`config.mk`:
```
export PLATFORM = sky130hd
export DESIGN_NAME = rom_loader_flat
export DESIGN_NICKNAME = d
export VERILOG_FILES = /design/src/rtl/rom_loader_if.sv /design/src/rtl/rom_loader.sv /design/src/flat_wrapper.sv
export SDC_FILE = /design/constraint.sdc
export NUM_CORES = 1
export LEC_CHECK = 0
export CELL_PAD_IN_SITES_DETAIL_PLACEMENT = 1
export CELL_PAD_IN_SITES_GLOBAL_PLACEMENT = 1
export CORE_AREA = 3 3 100 102
export CTS_BUF_LIST = sky130_fd_sc_hd__clkbuf_8
export DETAILED_ROUTE_END_ITERATION = 8
export DIE_AREA = 0 0 103 105
export PLACE_DENSITY = 0.95
export SYNTH_ARGS = -nofsm -noshare
export SYNTH_HDL_FRONTEND = slang
export SYNTH_SLANG_ARGS = --single-unit
export TNS_END_PERCENT = 1
```
`constraint.sdc`:
```
create_clock -name clk -period 5 [get_ports clk]
set_input_delay 1 -clock clk [delete_from_list [all_inputs] [get_ports clk]]
set_output_delay 1 -clock clk [all_outputs]
set_load 0.01 [all_outputs]
```
`src/rtl/rom_loader_if.sv`:
```
// rom_loader_if: control, serial-bit, shift-register and ROM-write signals of rom_loader
interface rom_loader_if #(parameter int ADDR_W = 15);
    logic              start_i;
    logic              abort_i;
    logic [ADDR_W:0]   length_i;
    logic              bit_i;
    logic              bit_valid_i;
    logic [15:0]       word_i;
    logic              shift_en_o;
    logic              shift_in_o;
    logic              wr_en_o;
    logic [ADDR_W-1:0] wr_addr_o;
    logic [15:0]       wr_data_o;
    logic              busy_o;
    logic              done_o;
    logic              overrun_o;
    logic [15:0]       checksum_o;
    modport slave (
        input  start_i, abort_i, length_i, bit_i, bit_valid_i, word_i,
        output shift_en_o, shift_in_o, wr_en_o, wr_addr_o, wr_data_o,
               busy_o, done_o, overrun_o, checksum_o
    );
    modport master (
        output start_i, abort_i, length_i, bit_i, bit_valid_i, word_i,
        input  shift_en_o, shift_in_o, wr_en_o, wr_addr_o, wr_data_o,
               busy_o, done_o, overrun_o, checksum_o
    );
endinterface

```
`src/rtl/rom_loader.sv`:
```
// rom_loader: serial-to-ROM loader; optional word checksum under ROM_LOADER_CHECKSUM_EN
module rom_loader #(parameter int ADDR_W = 15) (
    input logic        clk,
    input logic        reset,
    rom_loader_if.slave bus
);
    typedef enum logic [1:0] {IDLE, SHIFT, WRITE, DONE} state_t;
    state_t            r_state;
    logic [3:0]        r_cnt;
    logic [ADDR_W-1:0] r_addr;
    logic [ADDR_W-1:0] r_wr_addr;
    logic [ADDR_W:0]   r_len;
    logic [15:0]       r_wr_data;
    logic              r_overrun;
    logic              w_start;
    logic              w_last;
    logic              w_write;
    assign w_start = bus.start_i && !bus.abort_i && (r_state == IDLE || r_state == DONE);
    assign w_last  = {1'b0, r_addr} == r_len - (ADDR_W+1)'(1);
    assign w_write = r_state == WRITE && !bus.abort_i;
    assign bus.shift_en_o = r_state == SHIFT && bus.bit_valid_i;
    assign bus.shift_in_o = r_state == SHIFT && bus.bit_i;
    assign bus.wr_en_o    = w_write;
    assign bus.wr_addr_o  = w_write ? r_addr : r_wr_addr;
    assign bus.wr_data_o  = w_write ? bus.word_i : r_wr_data;
    assign bus.busy_o     = r_state == SHIFT || r_state == WRITE;
    assign bus.done_o     = r_state == DONE;
    assign bus.overrun_o  = r_overrun;
    // load sequencer: collect 16 bits, write one word, repeat until length words are stored
    always_ff @(posedge clk or posedge reset) begin
        if (reset) begin
            r_state   <= IDLE;
            r_cnt     <= '0;
            r_addr    <= '0;
            r_len     <= '0;
            r_wr_addr <= '0;
            r_wr_data <= '0;
            r_overrun <= 1'b0;
        end else if (bus.abort_i) begin
            r_state <= IDLE;
        end else begin
            case (r_state)
                SHIFT: begin
                    if (bus.bit_valid_i) begin
                        r_cnt <= r_cnt + 4'd1;
                        if (r_cnt == 4'd15) r_state <= WRITE;
                    end
                end
                WRITE: begin
                    r_wr_addr <= r_addr;
                    r_wr_data <= bus.word_i;
                    if (bus.bit_valid_i) r_overrun <= 1'b1;
                    if (w_last) begin
                        r_state <= DONE;
                    end else begin
                        r_addr  <= r_addr + ADDR_W'(1);
                        r_state <= SHIFT;
                    end
                end
                default: begin
                    if (w_start) begin
                        r_len     <= bus.length_i;
                        r_cnt     <= '0;
                        r_addr    <= '0;
                        r_overrun <= 1'b0;
                        r_state   <= bus.length_i == '0 ? DONE : SHIFT;
                    end
                end
            endcase
        end
    end
`ifdef ROM_LOADER_CHECKSUM_EN
    logic [15:0] r_sum;
    // running modulo-2^16 sum of every word actually written, cleared by each accepted start
    always_ff @(posedge clk or posedge reset) begin
        if (reset) r_sum <= '0;
        else if (w_start) r_sum <= '0;
        else if (w_write) r_sum <= r_sum + bus.word_i;
    end
    assign bus.checksum_o = r_sum;
`else
    assign bus.checksum_o = '0;
`endif
endmodule
```
`src/flat_wrapper.sv`:
```
// flat-port wrapper written by rule: the top's interface ports become plain ports
module rom_loader_flat 
#(parameter int ADDR_W = 15)
  (clk, reset, bus_start_i, bus_abort_i, bus_length_i, bus_bit_i, bus_bit_valid_i, bus_word_i, bus_shift_en_o, bus_shift_in_o, bus_wr_en_o, bus_wr_addr_o, bus_wr_data_o, bus_busy_o, bus_done_o, bus_overrun_o, bus_checksum_o);
  rom_loader_if #(.ADDR_W(ADDR_W)) bus_i ();
  input logic clk;
  input logic reset;
  input wire logic [$bits(bus_i.start_i)-1:0] bus_start_i;
  input wire logic [$bits(bus_i.abort_i)-1:0] bus_abort_i;
  input wire logic [$bits(bus_i.length_i)-1:0] bus_length_i;
  input wire logic [$bits(bus_i.bit_i)-1:0] bus_bit_i;
  input wire logic [$bits(bus_i.bit_valid_i)-1:0] bus_bit_valid_i;
  input wire logic [$bits(bus_i.word_i)-1:0] bus_word_i;
  output wire logic [$bits(bus_i.shift_en_o)-1:0] bus_shift_en_o;
  output wire logic [$bits(bus_i.shift_in_o)-1:0] bus_shift_in_o;
  output wire logic [$bits(bus_i.wr_en_o)-1:0] bus_wr_en_o;
  output wire logic [$bits(bus_i.wr_addr_o)-1:0] bus_wr_addr_o;
  output wire logic [$bits(bus_i.wr_data_o)-1:0] bus_wr_data_o;
  output wire logic [$bits(bus_i.busy_o)-1:0] bus_busy_o;
  output wire logic [$bits(bus_i.done_o)-1:0] bus_done_o;
  output wire logic [$bits(bus_i.overrun_o)-1:0] bus_overrun_o;
  output wire logic [$bits(bus_i.checksum_o)-1:0] bus_checksum_o;
  assign bus_i.start_i = bus_start_i;
  assign bus_i.abort_i = bus_abort_i;
  assign bus_i.length_i = bus_length_i;
  assign bus_i.bit_i = bus_bit_i;
  assign bus_i.bit_valid_i = bus_bit_valid_i;
  assign bus_i.word_i = bus_word_i;
  assign bus_shift_en_o = bus_i.shift_en_o;
  assign bus_shift_in_o = bus_i.shift_in_o;
  assign bus_wr_en_o = bus_i.wr_en_o;
  assign bus_wr_addr_o = bus_i.wr_addr_o;
  assign bus_wr_data_o = bus_i.wr_data_o;
  assign bus_busy_o = bus_i.busy_o;
  assign bus_done_o = bus_i.done_o;
  assign bus_overrun_o = bus_i.overrun_o;
  assign bus_checksum_o = bus_i.checksum_o;
  rom_loader #(.ADDR_W(ADDR_W)) u_core (.clk(clk), .reset(reset), .bus(bus_i));
endmodule
```
# == Yosys cells after proc, flatten, opt, wreduce, memory -nomap -nowiden ==
# Cells that the tools add are included.
# Widths: inputs -> output; s select.
# word_totals
ff_bits,69
elab_cells,62
input_bits,38
output_inout_bits,53
# op_classes
bitwise_logic,4
n_reduce_logical,20
n_mux,18
addsub,3
n_eq_ne,10
# op_table
op,count
$mux 15,3
$pmux 15 s2,1
$eq 15x16->1,1
$logic_not 16->1,1
$mux 16,1
$sub 16x1->16 const B,1
$add 15x1->15 const B,1
$mux 2,6
$reduce_and 4->1,3
$mux 4,2
$pmux 4 s2,1
$ne 2x2->1 const B,3
$ne 3x3->1 const B,2
$reduce_and 3->1,2
$logic_and 1x1->1,5
$add 4x1->4 const B,1
$eq 2x2->1 const B,2
$eq 4x4->1 const B,1
$not 1->1,4
$pmux 2 s2,1
$reduce_bool 2->1,2
$reduce_bool 4->1,1
$eq 2x1->1 const B,1
$logic_not 2->1,1
6 further kinds,8

# == Longest topological paths before layout ==
# Gate-level depths: netlist (run 1).
# logic_depth
depth_word,6
depth_mapped,10

# == Worst setup path after synthesis (run 1) ==
# Ideal clock, no wire load.
# synth_timing
kind,input to output
startpoint,input port bus_abort_i
endpoint,output port bus_wr_addr_o[2]
slack_ns,1.794
t_arrival_ns,2.206
required_time_ns,4.000
cell_stages,4
path_cell_list,nor2b_1 -> clkbuf_1 -> clkbuf_1 -> mux2_2
# synth_via
elab_chain_len,3
# synth_lines
element,line_no,source
start: declaration,flat_wrapper.sv:9,input wire logic [$bits(bus_i.abort_i)-1:0] bus_abort_i;
$logic_not 1->1,rom_loader.sv:20,assign w_write = r_state == WRITE && !bus.abort_i;
$logic_and 1x1->1,rom_loader.sv:20,
via bus_wr_en_o,flat_wrapper.sv:16,output wire logic [$bits(bus_i.wr_en_o)-1:0] bus_wr_en_o;
$mux 15,rom_loader.sv:24,assign bus.wr_addr_o = w_write ? r_addr : r_wr_addr;
end: declaration,flat_wrapper.sv:17,output wire logic [$bits(bus_i.wr_addr_o)-1:0] bus_wr_addr_o;
# The timed path passes the listed nets, and every way through them passes these cells.

# == Worst setup path in the final report (run 1) ==
# layout_timing
startpoint,input port bus_abort_i
endpoint,output port bus_wr_data_o[8]
# layout_via
elab_chain_len,3
# layout_lines
element,line_no,source
$logic_not 1->1,rom_loader.sv:20,
$logic_and 1x1->1,rom_loader.sv:20,
$mux 16,rom_loader.sv:25,assign bus.wr_data_o = w_write ? bus.word_i : r_wr_data;
end: declaration,flat_wrapper.sv:18,output wire logic [$bits(bus_i.wr_data_o)-1:0] bus_wr_data_o;
# No other way between the ends.

==> impl_results.md, run 1 <==
* Clock edge transition at the registers on the reported setup and hold paths at 0.08 ns
* Number of global-route vias before repair at 3492
* Placed cell areas at 4690 sq um
* Most numerous cell in the Yosys netlist: dfrtp_1
* # hold bufs at CTS at 0
* Initial antenna violation count at 0
* First-pass GRT wire length at 18100 microns
* Initial Utilization at 42.6%
* Longest Clk Path Bufs at 2
* Post-synth ARST share at 100%
* Die area at 10800 sq um
* Fin area at 4890 sq um
* Critical path endpoint: bus_wr_data_o[8]
* Yosys top cell area share at 44.1%
* Slew @ Worst Pin at 1.02 ns
* WL final at 11000 microns
* Syn Area/Cell at 10.5 sq um
* CP max FO at 27
* Hold Crit Depth at 1
* Crit start category: input pin
* Overall Global Routing Usage at 20.9%
* Worst Setup Path Type: input pin to output pin
* Mapped Cells at 372
* Setup Total Neg Slack at 0 ns
* Post-CTS Setup Inserts at 0
* DPL Wire Length at 8240 microns
* Sink Count at 69
* Synth Cell Area at 3920 sq um
* # resized after CTS at 0
* Die H at 105 microns
* WL/cell at 19.7 microns
* Slowest cell on crit path: clkdlybuf4s50_1
* Worst setup path startpoint: bus_abort_i
* Max-slew violations at 0
* Crit-path max cell delay at 0.54 ns
* Htree depth at 3
* # rows at 35
* Cell mode on critical path: clkdlybuf4s50_1
* TritonRoute pass-1 iters at 4
* Vias/cell at 5.78
* Main synth FF type: dfrtp_1
* Final Skew at 0.0180 ns
* P&R area growth vs syn at 24.9%
* Power per cell area at 447 nW/um^2
* Rel. slew slack at 32.0%
* R2R Path End: u_core.r_addr[0]
* Clock root cell: clkbuf_8
* RSZ-0062 raised after global routing: no
* Total power at 2.18 mW
* WHS at 0.497 ns
* Period utilization at 83.8%
* Critical Path Sink Type: output pin
* Ys Warns at 0
* Leak at 2.01 nW
* Nets@finish at 487
* Port Buffers at 74
* Pre-CTS setup slack at 0.774 ns
* Req. time, crit path at 4.00 ns
* Placer Congestion at 0.827
* Die W at 103 microns
* Routed Antenna Nets at 0
* Final setup vio count at 0
* I/O Pins at 91
* Worst R2R Path Depth at 9
* Post-synth top area cell: dfrtp_1
* CP arrival at 3.19 ns
* Final WS setup at 0.808 ns
* Commonest cells in the netlist: 69 x dfrtp_1, 48 x mux2_2, 24 x nor2_1
* CP Cell Sequence: clkdlybuf4s50_1 > nor2b_4 > buf_4 > mux2_2 > clkdlybuf4s50_1
* Minimum clock period at 4.19 ns
* Post-Place Cells at 543
* Synth area leaders: dfrtp_1 44%, mux2_2 14%, buf_4 3.1%, o211ai_1 2.5%, nor2_1 2.3%
* Later-pin clock latency in the skew report at 0.35 ns
* Fin cells at 559
* Antenna Cells at 0
* Total gr overflow at 0
* Synth Register Bits at 69
* Via count at 3231
* Count of cell types in the netlist at 56
* DRT iter0 DRCs at 121
* Layout cell share with drive strength beyond 1 at 17.6%
* Fin util at 53.2%
* Worst vdd rail ir drop at 0.296 mV
* Inserted Clock Buffers at 9
* Largest net degree at the start of global routing at 49
* Max_cap viols at 0
* HP Class: flip-flop to flip-flop
* Final hold vios at 0
* Core ar. at 9200 sq um
* Fmax at 0.239 GHz
* Number of flops mapped to enable cells by yosys at 0
* Reg-to-Reg Start: u_core.r_len[0]
* Worst R2R Setup Slack at 1.41 ns
* CTS tree: done
* Register area share after synthesis at 44.1%
* Remaining DRCs at 0
* Status: finished, final reports clean
[cell type report]
cell class / instances / area [sq um]
Sequential cell: 69 / 1730
Fill cell: 983 / 4310
Clock inverter: 7 / 72.6
Timing Repair Buffer: 77 / 763
Clock buffer: 9 / 124
Tap cell: 111 / 139
Inverter: 18 / 67.6
Multi-Input combinational cell: 268 / 2000
[worst min path at each step]
| stage | start | endpoint | slack, ns |
|---|---|---|---|
| 2_1_floorplan | u_core.r_cnt[3] | u_core.r_cnt[3] | 0.50 |
| 3_3_place_gp | u_core.r_wr_addr[3] | u_core.r_wr_addr[3] | 0.48 |
| 3_5_place_dp | u_core.r_wr_data[15] | u_core.r_wr_data[15] | 0.48 |
| 4_1_cts | u_core.r_wr_data[15] | u_core.r_wr_data[15] | 0.50 |
| 5_1_grt | u_core.r_wr_data[0] | u_core.r_wr_data[0] | 0.52 |
| 6_report | u_core.r_wr_data[15] | u_core.r_wr_data[15] | 0.50 |
[worst max-delay path, delay by kind of cell]
family	cells	cell delay, ns
AND/OR/NAND/NOR	1	0.35
buffers and inverters	3	1.43
multiplexers	1	0.40
[layer usage]
layer	share of wire, %	wire length [microns]	track usage [%]	vias to the layer above
met3	5.4	590	5.07	24
met4	2.2	241	6.57	0
li1	-	-	-	1475
met1	41	4470	26.0	1626
met2	52	5720	35.3	106
met5	0	0	0	-
[cell usage in the layout (no fill, tap or decap), types with 3 or more instances in the layout]
cell | synthesis | routed
clkdlybuf4s50_1 | 0 | 74
dfrtp_1 | 69 | 69
mux2_2 | 48 | 48
nor2_1 | 24 | 24
inv_1 | 18 | 17
nor3_1 | 16 | 16
nand2_1 | 16 | 16
conb_1 | 1 | 16
o211ai_1 | 13 | 13
a21oi_1 | 10 | 10
nand3_1 | 9 | 9
clkbuf_8 | 0 | 9
xor2_1 | 8 | 8
o21ai_0 | 7 | 7
nand2b_1 | 7 | 7
a32o_1 | 7 | 7
nor4_1 | 6 | 6
nand4_1 | 6 | 6
ha_1 | 6 | 6
xnor2_1 | 5 | 5
and2_1 | 4 | 4
nor3b_1 | 3 | 3
or3_1 | 3 | 3
o211a_1 | 3 | 3
nor2b_1 | 4 | 3
a211oi_1 | 3 | 3
mux2i_1 | 3 | 3
o2bb2ai_1 | 3 | 3
buf_4 | 16 | 3
[logic make-up after synthesis]
| kind of cell | after synthesis | synth area share, % |
|---|---|---|
| other | 1 | 0.0958 |
| DFF | 69 | 44.1 |
| muxes | 52 | 15.0 |
| adders and majority gates | 6 | 1.92 |
| xor gates and xnor gates | 13 | 2.91 |
| and+or+nand+nor | 113 | 15.6 |
| AOI/OAI and AO/OA | 68 | 14.0 |
| buffers and inverters | 50 | 6.52 |
[sequential cells by signal, indices dropped and copies added, names as in the netlist]
register and count:
u_core.r_len 16, u_core.r_wr_data 16, u_core.r_addr 15, u_core.r_wr_addr 15, u_core.r_cnt 4, u_core.r_state 2, u_core.bus.overrun_o 1
[power breakdown]
part	internal (mW)	switching [mW]	total [mW]
combinational	0.436	0.413	0.849
clock	0.232	0.232	0.463
sequential	0.718	0.154	0.872
No activity file was read; power rests on OpenSTA's default activity.
==> run 2, diff against run 1 <==
CORE_AREA = 3 3 103 105   (was 3 3 100 102)
DIE_AREA = 0 0 106 108   (was 0 0 103 105)
PLACE_DENSITY = 0.93   (was 0.95)
clock period = 4.4 ns   (was 5 ns; I/O delays follow)
==> impl_results.md, run 2 (synthesis results as in run 1) <==
* DRT iter0 DRCs at 107 (-12%)
* Fin area at 4910 sq um (+0.31%)
* Max-slew violations at 0 (unchanged)
* Sink Count at 69 (unchanged)
* Remaining DRCs at 0 (unchanged)
* Worst Setup Path Type: input pin to output pin
* Final Skew at 0.0144 ns (-0.00364 ns)
* Setup Total Neg Slack at 0 ns (unchanged)
* CP arrival at 2.96 ns (-0.23 ns)
* # rows at 36 (+2.9%)
* Core ar. at 9730 sq um (+5.8%)
* Routed Antenna Nets at 0 (unchanged)
* CP max FO at 27 (unchanged)
* Initial Utilization at 40.3% (-2.3 points)
* Reg-to-Reg Start: u_core.r_len[0]
* Commonest non-fill, non-tap cell in the layout: clkdlybuf4s50_1
* Rel. slew slack at 37.0% (+5.0 points)
* Fmax at 0.261 GHz
* Critical path endpoint: bus_wr_addr_o[1]
* Critical Path Sink Type: output pin
* Clock root cell: clkbuf_8
* Worst setup path startpoint: bus_abort_i
* Port Buffers at 74 (unchanged)
* # hold bufs at CTS at 0 (unchanged)
* Worst R2R Path Depth at 9 (unchanged)
* Slew @ Worst Pin at 0.937 ns (-0.0814 ns)
* CTS tree: done
* Initial antenna violation count at 0 (unchanged)
* Die W at 106 microns (+2.9%)
* Final setup vio count at 0 (unchanged)
* First-pass GRT wire length at 18500 microns (+2.3%)
* Placer Congestion at 0.859 (+3.8%)
* Total gr overflow at 0 (unchanged)
* Leak at 2.02 nW (+0.34%)
* HP Class: flip-flop to flip-flop
* WL final at 11300 microns (+2.0%)
* Antenna Cells at 0 (unchanged)
* Minimum clock period at 3.84 ns
* Longest Clk Path Bufs at 2 (unchanged)
* Multi-input gate area at 2000 sq um (unchanged)
* R2R Path End: u_core.r_addr[0]
* Status: finished, final reports clean
* Htree depth at 3 (unchanged)
* Post-CTS Setup Inserts at 0 (unchanged)
* Worst vdd rail ir drop at 0.339 mV (+15%)
* TritonRoute pass-1 iters at 4 (unchanged)
* # fillers at 1082 (+10%)
* Nets@finish at 489 (+0.41%)
* Biggest regs: u_core.r_len (16), u_core.r_wr_data (16)
* Die H at 108 microns (+2.9%)
* Largest net degree at the start of global routing at 28 (-43%)
* Clock edge transition at the registers on the reported setup and hold paths at 0.06 ns (-0.02 ns)
* Most frequent cells in the layout: 74 x clkdlybuf4s50_1, 69 x dfrtp_1, 48 x mux2_2
* P&R area growth vs syn at 25.3%
* I/O Pins at 91 (unchanged)
* Number of global-route vias before repair at 3639 (+4.2%)
* RSZ-0062 raised after global routing: no
* Via count at 3289 (+1.8%)
* Reg area at 1730 sq um (unchanged)
* Vias/cell at 5.65 (-2.2%)
* Req. time, crit path at 3.52 ns (-0.48 ns)
* # resized after CTS at 0 (unchanged)
* Final hold vios at 0 (unchanged)
* Max_cap viols at 0 (unchanged)
* Later-pin clock latency in the skew report at 0.35 ns (about the same)
* DPL Wire Length at 8190 microns (-0.57%)
* WL/cell at 19.3 microns (-2.0%)
* Power per cell area at 491 nW/um^2 (+9.9%)
* Layout cell share with drive strength beyond 1 at 17.6% (-0.039 points)
* Crit start category: input pin
* Die area at 11400 sq um (+5.9%)
* Placed cell areas at 4750 sq um (+1.2%)
* Overall Global Routing Usage at 20.2% (-0.72 points)
* Period utilization at 87.2%
* Worst R2R Setup Slack at 0.81 ns (-0.60 ns)
* Inserted Clock Buffers at 9 (unchanged)
run 2: metrics by stage:
stage / power, mW / setup WS, ns / util (%) / std cells / hold slack [ns]
final: 2.41 / 0.564 / 50.4 / 582 / 0.500
after CTS: 2.42 / 0.547 / 50.4 / 582 / 0.507
after floorplan: 1.54 / 1.30 / - / 387 / 0.505
after global routing: 2.56 / 0.478 / 50.4 / 582 / 0.519
after global placement: 1.89 / 0.635 / 48.8 / 567 / 0.481
after detailed placement: 1.97 / 0.562 / 48.8 / 567 / 0.489
run 2: layout make-up:
class	instances	share of cell area [%]
clock buffers	9	2.52
clock inverters	6	0.663
inverters	18	1.38
multi-input cells	268	40.7
flip-flops and latches	69	35.2
well taps	133	3.39
repair buffers	79	16.1
run 2: critical path, stage by stage:
cell	delay, ns
clkdlybuf4s50_1	0.56
nor2b_4	0.38
buf_12	0.25
mux2_2	0.37
clkdlybuf4s50_1	0.50
run 2: worst min-delay path by stage:
| stage | from | slack (ns) | depth (start not counted) | to |
|---|---|---|---|---|
| 2_1_floorplan | u_core.r_cnt[3] | 0.50 | 2 | u_core.r_cnt[3] |
| 3_5_place_dp | u_core.r_wr_data[4] | 0.49 | 1 | u_core.r_wr_data[4] |
| 6_report | u_core.r_wr_addr[12] | 0.50 | 1 | u_core.r_wr_addr[12] |
| 4_1_cts | u_core.r_wr_addr[12] | 0.51 | 1 | u_core.r_wr_addr[12] |
| 3_3_place_gp | u_core.r_wr_data[4] | 0.48 | 1 | u_core.r_wr_data[4] |
| 5_1_grt | u_core.r_wr_addr[11] | 0.52 | 1 | u_core.r_wr_addr[11] |
run 2: power breakdown:
part | internal, mW | total, mW | switching [mW]
Clock | 0.196 | 0.438 | 0.242
Combinational | 0.499 | 0.981 | 0.483
Sequential | 0.816 | 0.990 | 0.174
Total | 1.51 | 2.41 | 0.898
run 2: layer usage:
layer  GRT usage, %  vias to the layer above  wire (microns)
met4           7.77                        0             328
met3           5.01                       22             691
met1           23.6                     1677            4470
met2           35.9                      112            5770
li1               -                     1478               -
met5              0                        -               0
